==> config.mk <==
export PLATFORM = sky130hd
export DESIGN_NAME = ts_pulser
export DESIGN_NICKNAME = d
export VERILOG_FILES = /design/src/rtl/ts_pulser.sv
export SDC_FILE = /design/constraint.sdc
export NUM_CORES = 1
export LEC_CHECK = 0
export CELL_PAD_IN_SITES_DETAIL_PLACEMENT = 1
export CELL_PAD_IN_SITES_GLOBAL_PLACEMENT = 2
export CORE_MARGIN = 2
export CORE_UTILIZATION = 37
export CTS_CLUSTER_DIAMETER = 30
export DETAILED_ROUTE_END_ITERATION = 12
export GPL_ROUTABILITY_DRIVEN = 0
export PLACE_DENSITY_LB_ADDON = 0.1
export SYNTH_ARGS = -nofsm -noshare
export SYNTH_HDL_FRONTEND = slang
export SYNTH_SLANG_ARGS = --single-unit
==> constraint.sdc <==
create_clock -name clk -period 8.81 [get_ports clk]
set_clock_uncertainty 0.15 [all_clocks]
set_input_delay 2.643 -clock clk [delete_from_list [all_inputs] [get_ports clk]]
set_output_delay 2.643 -clock clk [all_outputs]
set_load 0.01 [all_outputs]
==> src/rtl/ts_pulser.sv <==
// ts_pulser: time-slot sequencer and pulser for one probe channel.
// Steps o_slot through four slots; each slot fires a hit/gnd burst on the
// masked lanes, then a hush (blanking) interval, then a one-cycle ADC start.
// Optional feature macro: DEADTIME_EN inserts DEAD_TICKS idle cycles at every
// HIT->GND and GND->HIT transition inside a burst.
// Handshake: none. Parameters are sampled only on the o_slot_start cycle,
// when the table is already addressed by the new o_slot value.
// MIN_TS must be at least 2 so offset 0 is never the last cycle of a slot.
module ts_pulser #(
    parameter int unsigned DEAD_TICKS = 2,
    parameter int unsigned MIN_TS     = 2
) (
    input  logic        clk,
    input  logic        rst_n,
    input  logic        i_enable,
    input  logic [15:0] i_ts_time,
    input  logic [3:0]  i_pulse_mask,
    input  logic [7:0]  i_pulse_hit,
    input  logic [7:0]  i_pulse_gnd,
    input  logic [3:0]  i_pulse_count,
    input  logic [15:0] i_pulse_hush,
    output logic [1:0]  o_slot,
    output logic        o_slot_start,
    output logic [3:0]  o_hit,
    output logic [3:0]  o_gnd,
    output logic        o_hush,
    output logic        o_adc_start,
    output logic        o_busy
);

    typedef enum logic [2:0] {IDLE, HIT, GND, HUSH, ADC, WAIT} state_t;

    state_t      state, n_state;
    logic [7:0]  ph_cnt, n_ph;        // cycles left in current hit/gnd phase after this one
    logic [15:0] hush_cnt, n_hcnt;    // cycles left in hush after this one
    logic [3:0]  pair_cnt, n_pair;    // pairs left, including the current one
    logic [15:0] ts_cnt, n_ts;        // offset within the slot
    logic [15:0] ts_last;             // last offset of the current slot
    logic [1:0]  n_slot;
    logic        n_start, n_hush, n_adc, n_busy;
    logic [3:0]  n_hit, n_gnd;

    logic [3:0]  lat_mask, lat_count;
    logic [7:0]  lat_hit, lat_gnd;
    logic [15:0] lat_hush;

    // Effective parameters: live table values on the start cycle, latched ones after
    logic [3:0]  p_mask, p_count;
    logic [7:0]  p_hit, p_gnd;
    logic [15:0] p_hush, ts_eff;

    assign p_mask  = o_slot_start ? i_pulse_mask  : lat_mask;
    assign p_count = o_slot_start ? i_pulse_count : lat_count;
    assign p_hit   = o_slot_start ? i_pulse_hit   : lat_hit;
    assign p_gnd   = o_slot_start ? i_pulse_gnd   : lat_gnd;
    assign p_hush  = o_slot_start ? i_pulse_hush  : lat_hush;
    assign ts_eff  = (i_ts_time < 16'(MIN_TS)) ? 16'(MIN_TS) : i_ts_time;

    // Entry into the blanking interval (a zero hush goes straight to ADC)
    state_t      hz_state;
    logic        hz_hush, hz_adc;
    assign hz_state = (p_hush != 16'd0) ? HUSH : ADC;
    assign hz_hush  = (p_hush != 16'd0);
    assign hz_adc   = (p_hush == 16'd0);

`ifdef DEADTIME_EN
    localparam logic [7:0] DEAD8 = 8'(DEAD_TICKS);
    logic [7:0] dead_cnt, n_dead;     // dead cycles left before the phase drives
`else
    logic unused_dead_ticks;
    assign unused_dead_ticks = (DEAD_TICKS != 0);
`endif

    // Next-state and next-output decode for the slot timer and burst FSM
    always_comb begin
        n_state = state;
        n_ph    = ph_cnt;
        n_hcnt  = hush_cnt;
        n_pair  = pair_cnt;
        n_ts    = ts_cnt + 16'd1;
        n_slot  = o_slot;
        n_start = 1'b0;
        n_hit   = 4'd0;
        n_gnd   = 4'd0;
        n_hush  = 1'b0;
        n_adc   = 1'b0;
`ifdef DEADTIME_EN
        n_dead  = dead_cnt;
`endif
        if (!i_enable) begin
            n_state = IDLE;
            n_ts    = 16'd0;
            n_slot  = 2'd0;
        end else if (state == IDLE) begin
            n_state = WAIT;
            n_ts    = 16'd0;
            n_slot  = 2'd0;
            n_start = 1'b1;
        end else if (o_slot_start) begin
            // Offset 0: decide how the burst begins, skipping empty phases
            n_pair = p_count;
            if (p_count == 4'd0 || p_mask == 4'd0 || (p_hit == 8'd0 && p_gnd == 8'd0)) begin
                n_state = hz_state;
                n_hcnt  = p_hush - 16'd1;
                n_hush  = hz_hush;
                n_adc   = hz_adc;
            end else if (p_hit != 8'd0) begin
                n_state = HIT;
                n_ph    = p_hit - 8'd1;
                n_hit   = p_mask;
            end else begin
                n_state = GND;
                n_ph    = p_gnd - 8'd1;
                n_gnd   = p_mask;
            end
        end else if (ts_cnt == ts_last) begin
            // Slot ends: any unfinished burst is dropped, outputs go low
            n_state = WAIT;
            n_ts    = 16'd0;
            n_slot  = o_slot + 2'd1;
            n_start = 1'b1;
        end else begin
            case (state)
                HIT: begin
`ifdef DEADTIME_EN
                    if (dead_cnt != 8'd0) begin
                        n_dead = dead_cnt - 8'd1;
                        if (dead_cnt == 8'd1) n_hit = p_mask;
                    end else
`endif
                    if (ph_cnt != 8'd0) begin
                        n_ph  = ph_cnt - 8'd1;
                        n_hit = p_mask;
                    end else if (p_gnd != 8'd0) begin
                        n_state = GND;
                        n_ph    = p_gnd - 8'd1;
`ifdef DEADTIME_EN
                        n_dead  = DEAD8;
                        if (DEAD8 == 8'd0) n_gnd = p_mask;
`else
                        n_gnd   = p_mask;
`endif
                    end else if (pair_cnt > 4'd1) begin
                        n_pair = pair_cnt - 4'd1;
                        n_ph   = p_hit - 8'd1;
                        n_hit  = p_mask;
                    end else begin
                        n_state = hz_state;
                        n_hcnt  = p_hush - 16'd1;
                        n_hush  = hz_hush;
                        n_adc   = hz_adc;
                    end
                end
                GND: begin
`ifdef DEADTIME_EN
                    if (dead_cnt != 8'd0) begin
                        n_dead = dead_cnt - 8'd1;
                        if (dead_cnt == 8'd1) n_gnd = p_mask;
                    end else
`endif
                    if (ph_cnt != 8'd0) begin
                        n_ph  = ph_cnt - 8'd1;
                        n_gnd = p_mask;
                    end else if (pair_cnt > 4'd1) begin
                        n_pair = pair_cnt - 4'd1;
                        if (p_hit != 8'd0) begin
                            n_state = HIT;
                            n_ph    = p_hit - 8'd1;
`ifdef DEADTIME_EN
                            n_dead  = DEAD8;
                            if (DEAD8 == 8'd0) n_hit = p_mask;
`else
                            n_hit   = p_mask;
`endif
                        end else begin
                            n_ph  = p_gnd - 8'd1;
                            n_gnd = p_mask;
                        end
                    end else begin
                        n_state = hz_state;
                        n_hcnt  = p_hush - 16'd1;
                        n_hush  = hz_hush;
                        n_adc   = hz_adc;
                    end
                end
                HUSH: begin
                    if (hush_cnt != 16'd0) begin
                        n_hcnt = hush_cnt - 16'd1;
                        n_hush = 1'b1;
                    end else begin
                        n_state = ADC;
                        n_adc   = 1'b1;
                    end
                end
                ADC:     n_state = WAIT;
                default: n_state = state;
            endcase
        end
        n_busy = (n_state != IDLE) && (n_state != WAIT);
    end

    // State, counters, parameter latch and registered outputs
    always_ff @(posedge clk) begin
        if (!rst_n) begin
            state        <= IDLE;
            ph_cnt       <= 8'd0;
            hush_cnt     <= 16'd0;
            pair_cnt     <= 4'd0;
            ts_cnt       <= 16'd0;
            ts_last      <= 16'd0;
            lat_mask     <= 4'd0;
            lat_count    <= 4'd0;
            lat_hit      <= 8'd0;
            lat_gnd      <= 8'd0;
            lat_hush     <= 16'd0;
            o_slot       <= 2'd0;
            o_slot_start <= 1'b0;
            o_hit        <= 4'd0;
            o_gnd        <= 4'd0;
            o_hush       <= 1'b0;
            o_adc_start  <= 1'b0;
            o_busy       <= 1'b0;
`ifdef DEADTIME_EN
            dead_cnt     <= 8'd0;
`endif
        end else begin
            state        <= n_state;
            ph_cnt       <= n_ph;
            hush_cnt     <= n_hcnt;
            pair_cnt     <= n_pair;
            ts_cnt       <= n_ts;
            o_slot       <= n_slot;
            o_slot_start <= n_start;
            o_hit        <= n_hit;
            o_gnd        <= n_gnd;
            o_hush       <= n_hush;
            o_adc_start  <= n_adc;
            o_busy       <= n_busy;
`ifdef DEADTIME_EN
            dead_cnt     <= n_dead;
`endif
            if (o_slot_start) begin
                lat_mask  <= i_pulse_mask;
                lat_count <= i_pulse_count;
                lat_hit   <= i_pulse_hit;
                lat_gnd   <= i_pulse_gnd;
                lat_hush  <= i_pulse_hush;
                ts_last   <= ts_eff - 16'd1;
            end
        end
    end

endmodule

==> results.txt, run 1 <==
----------------------------------------------------
[STA]
  Max Fclk ... 0.1831 GHz
  Total setup violations reported at the end of the flow ... 0
  Worst Tran Pin Value ... about 1000 ps
  Setup repair after global routing missed its margin ... false
  Max-slew violation count ... 0
  Final min period ... 5463 ps
  Aggregate negative setup slack ... 0 ps
  Hold violation total from the final report ... 0
  Final cycle utilization of the critical path ... 62.01%
  Relative slew slack ... between 20% and 30%

[Cells and area]
  Fraction of final layout cells sized beyond drive strength 1 ... 7.874%
  Total number of nets in the final design ... between 900 and 1000
  Leading cell type in the layout, fill and taps excluded ... nor2_1
  Antenna diodes ... 0
  Commonest cells after routing, fill and taps aside ... nor2_1, dfxtp_1, clkdlybuf4s50_1
  Final cell utilization of the core ... a little under half
  Area Overhead vs Synth ... 21.35%

[Placed design]
  Post-DP HPWL ... approximately 15000 um
  PortBufs ... roughly 70

[Floorplanning]
  Die Ht ... approximately 140 um
  Die Footprint ... around 0.019 mm^2
  Effective utilization at floorplan ... roughly 38%
  Chip Width ... around 140 um
  Standard-cell row count ... between 40 and 50
  Ports placed on the boundary ... 73
  Core area ... between 0.015 and 0.02 mm^2

[Power and ir drop]
  Max rail drop VDD ... 0.1777 mV
  Switching part of the total ... between 30 and 40%
  Internal power component ... approximately 1.2 mW
  Leakage component of the power ... slightly below 3 nW
  Total power per unit cell area ... about 220 mW/mm^2
  Net switching power figure ... about 590 uW
  Clk network pwr share ... 41.0%
  Combinational cell fraction of total power ... approximately 27%
  Fraction of power consumed by sequential logic ... roughly a third
  Power Total ... 1.778 mW

[Yosys]
  Total of warnings raised by yosys ... 0
  Post-Synthesis Cell Area ... between 0.006 and 0.007 mm^2
  Number of distinct library cells after synthesis ... 78
  Flop and latch count out of synthesis ... between 100 and 150
  Top_reg_cell synth ... dfxtp_1
  Part of the Yosys area used for sequential elements ... between 30% and 40%
  Async SR Flop Fraction ... 0%
  Cell count after synthesis ... between 800 and 900
  Average cell area after synthesis ... between 8 and 9 um^2
  Net count after synthesis ... between 800 and 900
  Number of synthesized flops with an enable pin ... 0

[Routing]
  Total DRC errors in the routed layout ... 0
  Count of vias placed by the detailed router ... 6173
  Average vias per placed instance ... about 5.5
  Number of antenna-violating nets in the routed design ... 0
  Violation count after the first detailed-route iteration ... about 320
  Wire length after detailed routing ... a little over 20000 um
  Drt first pass iters ... 4
  Average detailed-routed wire length per instance ... between 15 and 20 um

[Clock tree]
  Clock-pin slew of the registers on the worst-case setup and hold paths ... roughly 60 ps
  Post-CTS setup buffer count ... 0
  H-tree levels ... 4
  CTS Buf Count ... 17
  CTS Sinks ... ~110
  Total of cells resized after clock tree synthesis ... 0
  TritonCTS clock tree ... built
  Cell chosen for the clock root ... clkbuf_16
  CTS max path bufs ... 2
  Insertion delay of the later-clocked pin in the worst-skew pair ... approximately 420 ps
  Hold buffers post-CTS ... 0

[Setup path]
  Cell Chain, Critical Path ... clkdlybuf4s50_1, nor4_1, and4_1, nand2b_1, ha_1, nor2b_1, nand3_1, or3_1, a311oi_1
  FF-to-FF path depth ... 10
  Critical Path Slowest Stage Cell ... nor4_1
  Critical path type ... in2reg
  Maximum single-stage delay on the critical path ... ~800 ps
  Arrival time worst endpoint ... about 5600 ps
  Type of element capturing the critical path ... flip-flop
  Critical path fanouts, max ... 6
  Required @ worst endpoint ... ~9000 ps
  Critical Path Source Type ... input pin

[Worst hold path]
  WHS Path Cells ... 2
  Type of the tightest min-delay check ... reg2reg

[Global routing]
  Global-route usage over all layers ... a little over a fifth
  Largest net degree at the start of global routing ... between 70 and 80
  Wire length of the first global-routing pass ... 33480 um
  Number of global-route vias before repair ... roughly 6700
  Overall overflow remaining after global route ... 0
  Antenna violations before repair ... 0

[Job]
  Reported max-cap violation count ... 0

[Status]
  Run status ... finished clean

----------------------------------------------------
## synth_stat cells (6+ instances only)
| cell | number | area, um^2 |
|---|---|---|
| nor2b_1 | 7 | 43.79 |
| nand2_1 | 51 | 191.4 |
| ha_1 | 12 | 150.1 |
| or3_1 | 6 | 37.54 |
| mux2i_1 | 41 | 410.4 |
| nand4_1 | 11 | 68.82 |
| a31oi_1 | 10 | 62.56 |
| o211ai_1 | 7 | 52.55 |
| and2_1 | 8 | 50.05 |
| nand2b_1 | 10 | 62.56 |
| nor3_1 | 38 | 190.2 |
| a21oi_1 | 38 | 190.2 |
| buf_2 | 16 | 80.08 |
| nor4_1 | 8 | 50.05 |
| clkbuf_1 | 17 | 63.81 |
| a22oi_1 | 7 | 52.55 |
| o21ai_0 | 17 | 85.08 |
| nor2_1 | 150 | 563.0 |
| dfxtp_1 | 113 | 2262 |
| xor2_1 | 29 | 254.0 |
| xnor2_1 | 45 | 394.1 |
| nor3b_1 | 12 | 90.09 |
| inv_1 | 15 | 56.30 |
| a211oi_1 | 11 | 82.58 |
| o21ai_1 | 14 | 70.07 |
| nand3_1 | 22 | 110.1 |
## layout make-up
| type | count | area [um^2] |
|---|---|---|
| fillers | 2095 | 9717 |
| multi-input cells | 650 | 4189 |
| flip-flops and latches | 113 | 2266 |
| repair buffers | 78 | 765.7 |
| clock buffers | 18 | 439.2 |
| well taps | 229 | 286.5 |
| clock inverters | 14 | 178.9 |
| inverters | 16 | 60.06 |
## power groups by stage
stage | Combinational, mW | Sequential (mW) | Clock, mW
CTS | 0.488 | 0.563 | 0.749
detailed placement | 0.484 | 0.574 | 0
global placement | 0.475 | 0.572 | 0
floorplan | 0.350 | 0.565 | 0
global route | 0.536 | 0.566 | 0.770
finish | 0.485 | 0.563 | 0.729
## worst paths after layout
kind | slack [ps] | endpoint | start
worst min-delay path | 350 | ts_last[1]$_SDFFE_PN0P_ | ts_last[1]$_SDFFE_PN0P_
worst max-delay path | 3350 | ts_last[12]$_SDFFE_PN0P_ | i_ts_time[4]
worst min register to register | 350 | ts_last[1]$_SDFFE_PN0P_ | ts_last[1]$_SDFFE_PN0P_
worst max register to register | 5020 | ph_cnt[7]$_SDFFE_PN0P_ | o_slot_start$_SDFF_PN0_
## critical path, delay by kind of cell
kind,cells,cell delay (ps)
adders and majority gates,1,180
buffers and inverters,1,480
AOI/OAI and AO/OA,1,260
and+or+nand+nor,6,2080
## stage by stage
stage | area [um^2] | setup slack (ps) | hold WS, ps | cells
finish | 8185 | 3347 | 351.1 | 1118
global route | 8185 | 3024 | 377.3 | 1118
CTS | 8185 | 3374 | 350.3 | 1118
detailed placement | 7567 | 2947 | 341.7 | 1086
global placement | 7567 | 3072 | 331.4 | 1086
floorplan | 6745 | 3950 | 307.8 | 823
## state kept, by name, summed over array words and instances, names as in the netlist
register,count
o_adc_start,1
lat_hit,8
o_slot_start,1
lat_gnd,8
o_slot,2
ph_cnt,8
pair_cnt,4
ts_last,16
o_busy,1
o_gnd,4
lat_mask,4
lat_hush,16
hush_cnt,16
state,3
o_hit,4
o_hush,1
ts_cnt,16
## kinds of logic (layout without fill, tap and decap cells)
logic type / count (synthesis) / in the layout / share of synthesized area [%]
XOR/XNOR: 74 / 74 / 9.609
flip-flops: 113 / 113 / 33.54
AO/OA/AOI/OAI: 165 / 165 / 17.42
adder cells (fa/ha/maj): 12 / 12 / 2.226
AND/OR/NAND/NOR: 352 / 352 / 25.52
buffers and inverters: 60 / 126 / 4.359
multiplexers: 47 / 47 / 7.327
## per-layer routing
metal  vias to the layer above  GRT usage (%)  part of all wire, %
met5                         -              0                    0
met4                         0          7.337                  2.3
met3                        34          4.696                  2.5
met2                        89          38.84                   51
met1                      3010          24.70                   44
li1                       3040              -                    -
Power figures use the tool's default switching activity.
==> run 2: changes to the inputs <==
CORE_UTILIZATION = 34   (was 37)
clock period = 5.4 ns   (was 8.81 ns; I/O delays follow)
==> results.txt, run 2 (synthesis results as in run 1) <==
----------------------------------------------------
[Clock tree]
  Cell chosen for the clock root ... clkbuf_16
  H-tree levels ... 4
  Total of cells resized after clock tree synthesis ... 0
  Insertion delay of the later-clocked pin in the worst-skew pair ... approximately 430 ps
  CTS Buf Count ... 17
  Post-CTS setup buffer count ... 0
  TritonCTS clock tree ... built
  CTS max path bufs ... 2
  Clock-pin slew of the registers on the worst-case setup and hold paths ... ~60 ps
  Hold buffers post-CTS ... 0
  CTS Sinks ... 113

[Routing]
  Wire length after detailed routing ... ~20000 um
  Count of vias placed by the detailed router ... 6188
  Violation count after the first detailed-route iteration ... 279
  Number of antenna-violating nets in the routed design ... 0
  Drt first pass iters ... 4
  Total DRC errors in the routed layout ... 0
  Average detailed-routed wire length per instance ... approximately 18 um
  Average vias per placed instance ... 5.321

[STA]
  Relative slew slack ... about a fifth
  Setup repair after global routing missed its margin ... false
  Final cycle utilization of the critical path ... between 80% and 90%
  Final min period ... ~4400 ps
  Aggregate negative setup slack ... 0 ps
  Max-slew violation count ... 0
  Max Fclk ... 0.2288 GHz
  Worst setup margin ... ~1000 ps
  Total setup violations reported at the end of the flow ... 0
  Hold violation total from the final report ... 0
  Worst Tran Pin Value ... 1217 ps

[Placed design]
  Post-DP HPWL ... between 15000 and 20000 um
  PortBufs ... 72
  Worst-case setup slack after placement ... 614.7 ps
  Instance area after placement ... between 0.007 and 0.008 mm^2

[Power and ir drop]
  Max rail drop VDD ... ~0.27 mV
  Switching part of the total ... roughly 33%
  Leakage component of the power ... around 3.0 nW
  Internal power component ... about 1.9 mW
  Total power per unit cell area ... roughly 350 mW/mm^2
  Fraction of power consumed by sequential logic ... a little under a third
  Net switching power figure ... 959.5 uW
  Combinational cell fraction of total power ... between 20 and 30%
  Clk network pwr share ... 40.9%

[Cells and area]
  Area Overhead vs Synth ... 23.06%
  Register area ... between 0.002 and 0.0025 mm^2
  Count of fill cells added during filler insertion ... approximately 2300
  Fraction of final layout cells sized beyond drive strength 1 ... a little under 9%
  Antenna diodes ... 0
  Leading cell type in the layout, fill and taps excluded ... nor2_1
  Commonest cells after routing, fill and taps aside ... nor2_1, dfxtp_1, clkdlybuf4s50_1
  Combined area of the multi-input logic cells ... roughly 0.0042 mm^2
  Finished layout cell area ... between 0.008 and 0.009 mm^2
  Total number of nets in the final design ... between 900 and 1000

[Global routing]
  Antenna violations before repair ... 0
  Largest net degree at the start of global routing ... 74
  Overall overflow remaining after global route ... 0
  Global-route usage over all layers ... 20.44%
  Wire length of the first global-routing pass ... between 30000 and 40000 um
  Number of global-route vias before repair ... 6727

[Status]
  Run status ... finished clean

[Setup path]
  Critical Path Source Type ... input pin
  Arrival time worst endpoint ... around 4500 ps
  FF-to-FF path depth ... 9
  Setup slack of the worst register-to-register path ... between 1500 and 2000 ps
  Required @ worst endpoint ... around 5600 ps
  Critical path fanouts, max ... 28
  Type of element capturing the critical path ... flip-flop
  Critical path type ... in2reg

[Worst hold path]
  Type of the tightest min-delay check ... reg2reg
  WHS Path Cells ... 2

[Floorplanning]
  Chip Width ... ~140 um
  Die Ht ... ~140 um
  Die Footprint ... approximately 0.021 mm^2
  Core area ... ~0.02 mm^2
  Ports placed on the boundary ... 73
  Standard-cell row count ... a little over 50
  Effective utilization at floorplan ... approximately 35%

[Job]
  Reported max-cap violation count ... 0

----------------------------------------------------
-- run 2: layout make-up --
class                           count  area share (%)
Multi-Input combinational cell    650           50.47
Clock inverter                     14           2.186
Clock buffer                       18           5.291
Timing Repair Buffer               87           10.04
Sequential cell                   113           27.30
Inverter                           16          0.7235
Tap cell                          265           3.995
-- run 2: worst max-delay path: stages --
cell	delay (ps)
clkdlybuf4s50_1	420
mux2i_2	350
ha_1	210
o21ai_1	80
or2_1	360
a2111oi_4	350
o211ai_2	520
buf_4	370
o32ai_1	270
-- run 2: per-layer routing --
layer,wire length [um],up-vias,share of wire (%),GRT usage [%]
met3,601,25,2.9,3.949
li1,-,3050,-,-
met4,302,0,1.5,6.438
met2,10320,93,50,36.59
met5,0,-,0,0
met1,9250,3020,45,24.61
-- run 2: stage by stage --
step	util [%]	cells	hold WS (ps)	total power [mW]
2_1_floorplan	-	823	307.8	1.493
3_3_place_gp	39.46	1131	331.9	1.716
3_5_place_dp	39.46	1131	332.7	1.731
4_1_cts	42.65	1163	341.3	2.943
5_1_grt	42.65	1163	381.4	3.067
6_report	42.65	1163	338.1	2.907
-- run 2: worst paths after layout --
check | from | to
setup / recovery | i_pulse_gnd[0] | hush_cnt[4]$_SDFFE_PN0P_
hold / removal | ts_last[15]$_SDFFE_PN0P_ | ts_last[15]$_SDFFE_PN0P_
setup reg to reg | o_slot_start$_SDFF_PN0_ | ph_cnt[7]$_SDFFE_PN0P_
hold reg to reg | ts_last[15]$_SDFFE_PN0P_ | ts_last[15]$_SDFFE_PN0P_
-- run 2: power by group through the flow --
stage	Combinational [mW]	Sequential, mW	Clock, mW
after floorplan	0.571	0.922	0
after detailed placement	0.785	0.946	0
after global routing	0.879	0.935	1.25
final	0.790	0.928	1.19
after CTS	0.795	0.928	1.22
after global placement	0.772	0.944	0
==> run 3: changes to the inputs <==
CORE_UTILIZATION = 31   (was 34)
clock period = 3.7 ns   (was 5.4 ns; I/O delays follow)
==> results.txt, run 3 (synthesis results as in run 1) <==
----------------------------------------------------
[Status]
  Run status ... finished clean

[Cells and area]
  Commonest cells after routing, fill and taps aside ... nor2_1, dfxtp_1, clkdlybuf4s50_1
  Leading cell type in the layout, fill and taps excluded ... nor2_1
  Area Overhead vs Synth ... 29.16%
  Layout Cells excl Fill ... ~1200
  Total number of nets in the final design ... 1002
  Count of fill cells added during filler insertion ... around 2500
  Final cell utilization of the core ... 41.06%
  Antenna diodes ... 0
  Fraction of final layout cells sized beyond drive strength 1 ... a little over an eighth

[Setup path]
  FF-to-FF path depth ... 9
  Critical Path Source Type ... input pin
  Setup slack of the worst register-to-register path ... roughly 500 ps
  Required @ worst endpoint ... about 3900 ps
  Arrival time worst endpoint ... ~3500 ps
  Critical path type ... in2reg
  Type of element capturing the critical path ... flip-flop
  Critical path fanouts, max ... 15
  Startpoint of the lowest-slack register-to-register path ... o_slot_start$_SDFF_PN0_
  Reg-to-Reg End ... ph_cnt[6]$_SDFFE_PN0P_

[Floorplanning]
  Chip Width ... 151.5 um
  Standard-cell row count ... 53
  Die Footprint ... ~0.023 mm^2
  Effective utilization at floorplan ... a little under a third
  Ports placed on the boundary ... 73
  Core area ... between 0.02 and 0.025 mm^2
  Die Ht ... roughly 150 um

[Routing]
  Drt first pass iters ... 5
  Average vias per placed instance ... 5.189
  Number of antenna-violating nets in the routed design ... 0
  Average detailed-routed wire length per instance ... roughly 17 um
  Count of vias placed by the detailed router ... ~6300
  Violation count after the first detailed-route iteration ... 315
  Wire length after detailed routing ... ~21000 um
  Total DRC errors in the routed layout ... 0

[Job]
  Reported max-cap violation count ... 0

[Clock tree]
  Total of cells resized after clock tree synthesis ... 0
  Cell chosen for the clock root ... clkbuf_16
  H-tree levels ... 4
  TritonCTS clock tree ... built
  CTS Sinks ... about 110
  CTS Buf Count ... 17
  Insertion delay of the later-clocked pin in the worst-skew pair ... roughly 430 ps
  Hold buffers post-CTS ... 0
  CTS max path bufs ... 2
  Clock-pin slew of the registers on the worst-case setup and hold paths ... 60 ps
  Post-CTS setup buffer count ... 0

[STA]
  Worst Tran Pin Value ... between 800 and 900 ps
  Worst setup margin ... 329.1 ps
  Setup repair after global routing missed its margin ... false
  Final cycle utilization of the critical path ... between 90% and 100%
  Total setup violations reported at the end of the flow ... 0
  Aggregate negative setup slack ... 0 ps
  Final min period ... 3371 ps
  Worst hold slack across all endpoints ... between 300 and 400 ps
  Max-slew violation count ... 0
  Max Fclk ... roughly 0.3 GHz
  Relative slew slack ... between 40 and 50%
  Hold violation total from the final report ... 0

[Global routing]
  Antenna violations before repair ... 0
  Overall overflow remaining after global route ... 0
  Global-route usage over all layers ... between 15 and 20%
  Wire length of the first global-routing pass ... about 36000 um
  Largest net degree at the start of global routing ... 54
  Number of global-route vias before repair ... around 7000

[Worst hold path]
  Type of the tightest min-delay check ... reg2reg
  Hold_sp ... hush_cnt[11]$_SDFFE_PN0P_
  WHS Path Cells ... 2
  End point of the worst hold path ... hush_cnt[11]$_SDFFE_PN0P_

[Placed design]
  PortBufs ... 72
  Cell total after placement ... ~1200
  Worst-case setup slack after placement ... -84.98 ps
  Post-DP HPWL ... around 16000 um

[Power and ir drop]
  Total power per unit cell area ... approximately 500 mW/mm^2
  Max rail drop VDD ... between 0.2 and 0.25 mV
  Leakage component of the power ... about 3.2 nW

----------------------------------------------------
-- run 3: power by group --
group	switching [mW]	internal, mW
clock	0.653	1.18
sequential	0.0757	1.28
combinational	0.697	0.542
-- run 3: worst max path at each step --
stage	from	to	slack [ps]
after floorplan	o_slot_start$_SDFF_PN0_	o_busy$_SDFF_PN0_	150
after global placement	i_pulse_gnd[0]	ph_cnt[7]$_SDFFE_PN0P_	20
after detailed placement	i_pulse_gnd[0]	ph_cnt[6]$_SDFFE_PN0P_	-80
after CTS	o_slot_start$_SDFF_PN0_	o_slot_start	310
after global routing	i_ts_time[14]	ts_last[14]$_SDFFE_PN0P_	110
final	i_pulse_gnd[0]	ph_cnt[6]$_SDFFE_PN0P_	330
-- run 3: through the flow --
| step | power [mW] | instance area [um^2] |
|---|---|---|
| 2_1_floorplan | 2.179 | 6745 |
| 3_3_place_gp | 2.602 | 8063 |
| 3_5_place_dp | 2.620 | 8063 |
| 4_1_cts | 4.476 | 8712 |
| 5_1_grt | 4.679 | 8712 |
| 6_report | 4.423 | 8712 |
-- run 3: worst max-delay path, stage by stage --
cell             delay, ps
clkdlybuf4s50_1        470
mux2i_2                 70
ha_1                   230
o21ai_1                100
or2_1                  320
o21ai_2                130
nand2_1                110
o2111a_1               520
o21ai_0                210
o221a_1                240
-- run 3: area by class of cell --
type                            instances  area, um^2  share of cell area [%]
Sequential cell                       113        2266                   26.01
Tap cell                              275       344.1                   3.949
Timing Repair Buffer                  133        1204                   13.82
Clock buffer                           19       452.9                   5.199
Multi-Input combinational cell        650        4189                   48.08
Inverter                               16       60.06                  0.6894
Clock inverter                         13       196.4                   2.255
-- run 3: metal layers --
metal	GRT usage (%)	up-vias	part of all wire, %
met1	24.01	3059	46
met4	5.972	0	2.3
li1	-	3145	-
met2	34.93	98	49
met3	3.952	24	2.9
met5	0	-	0
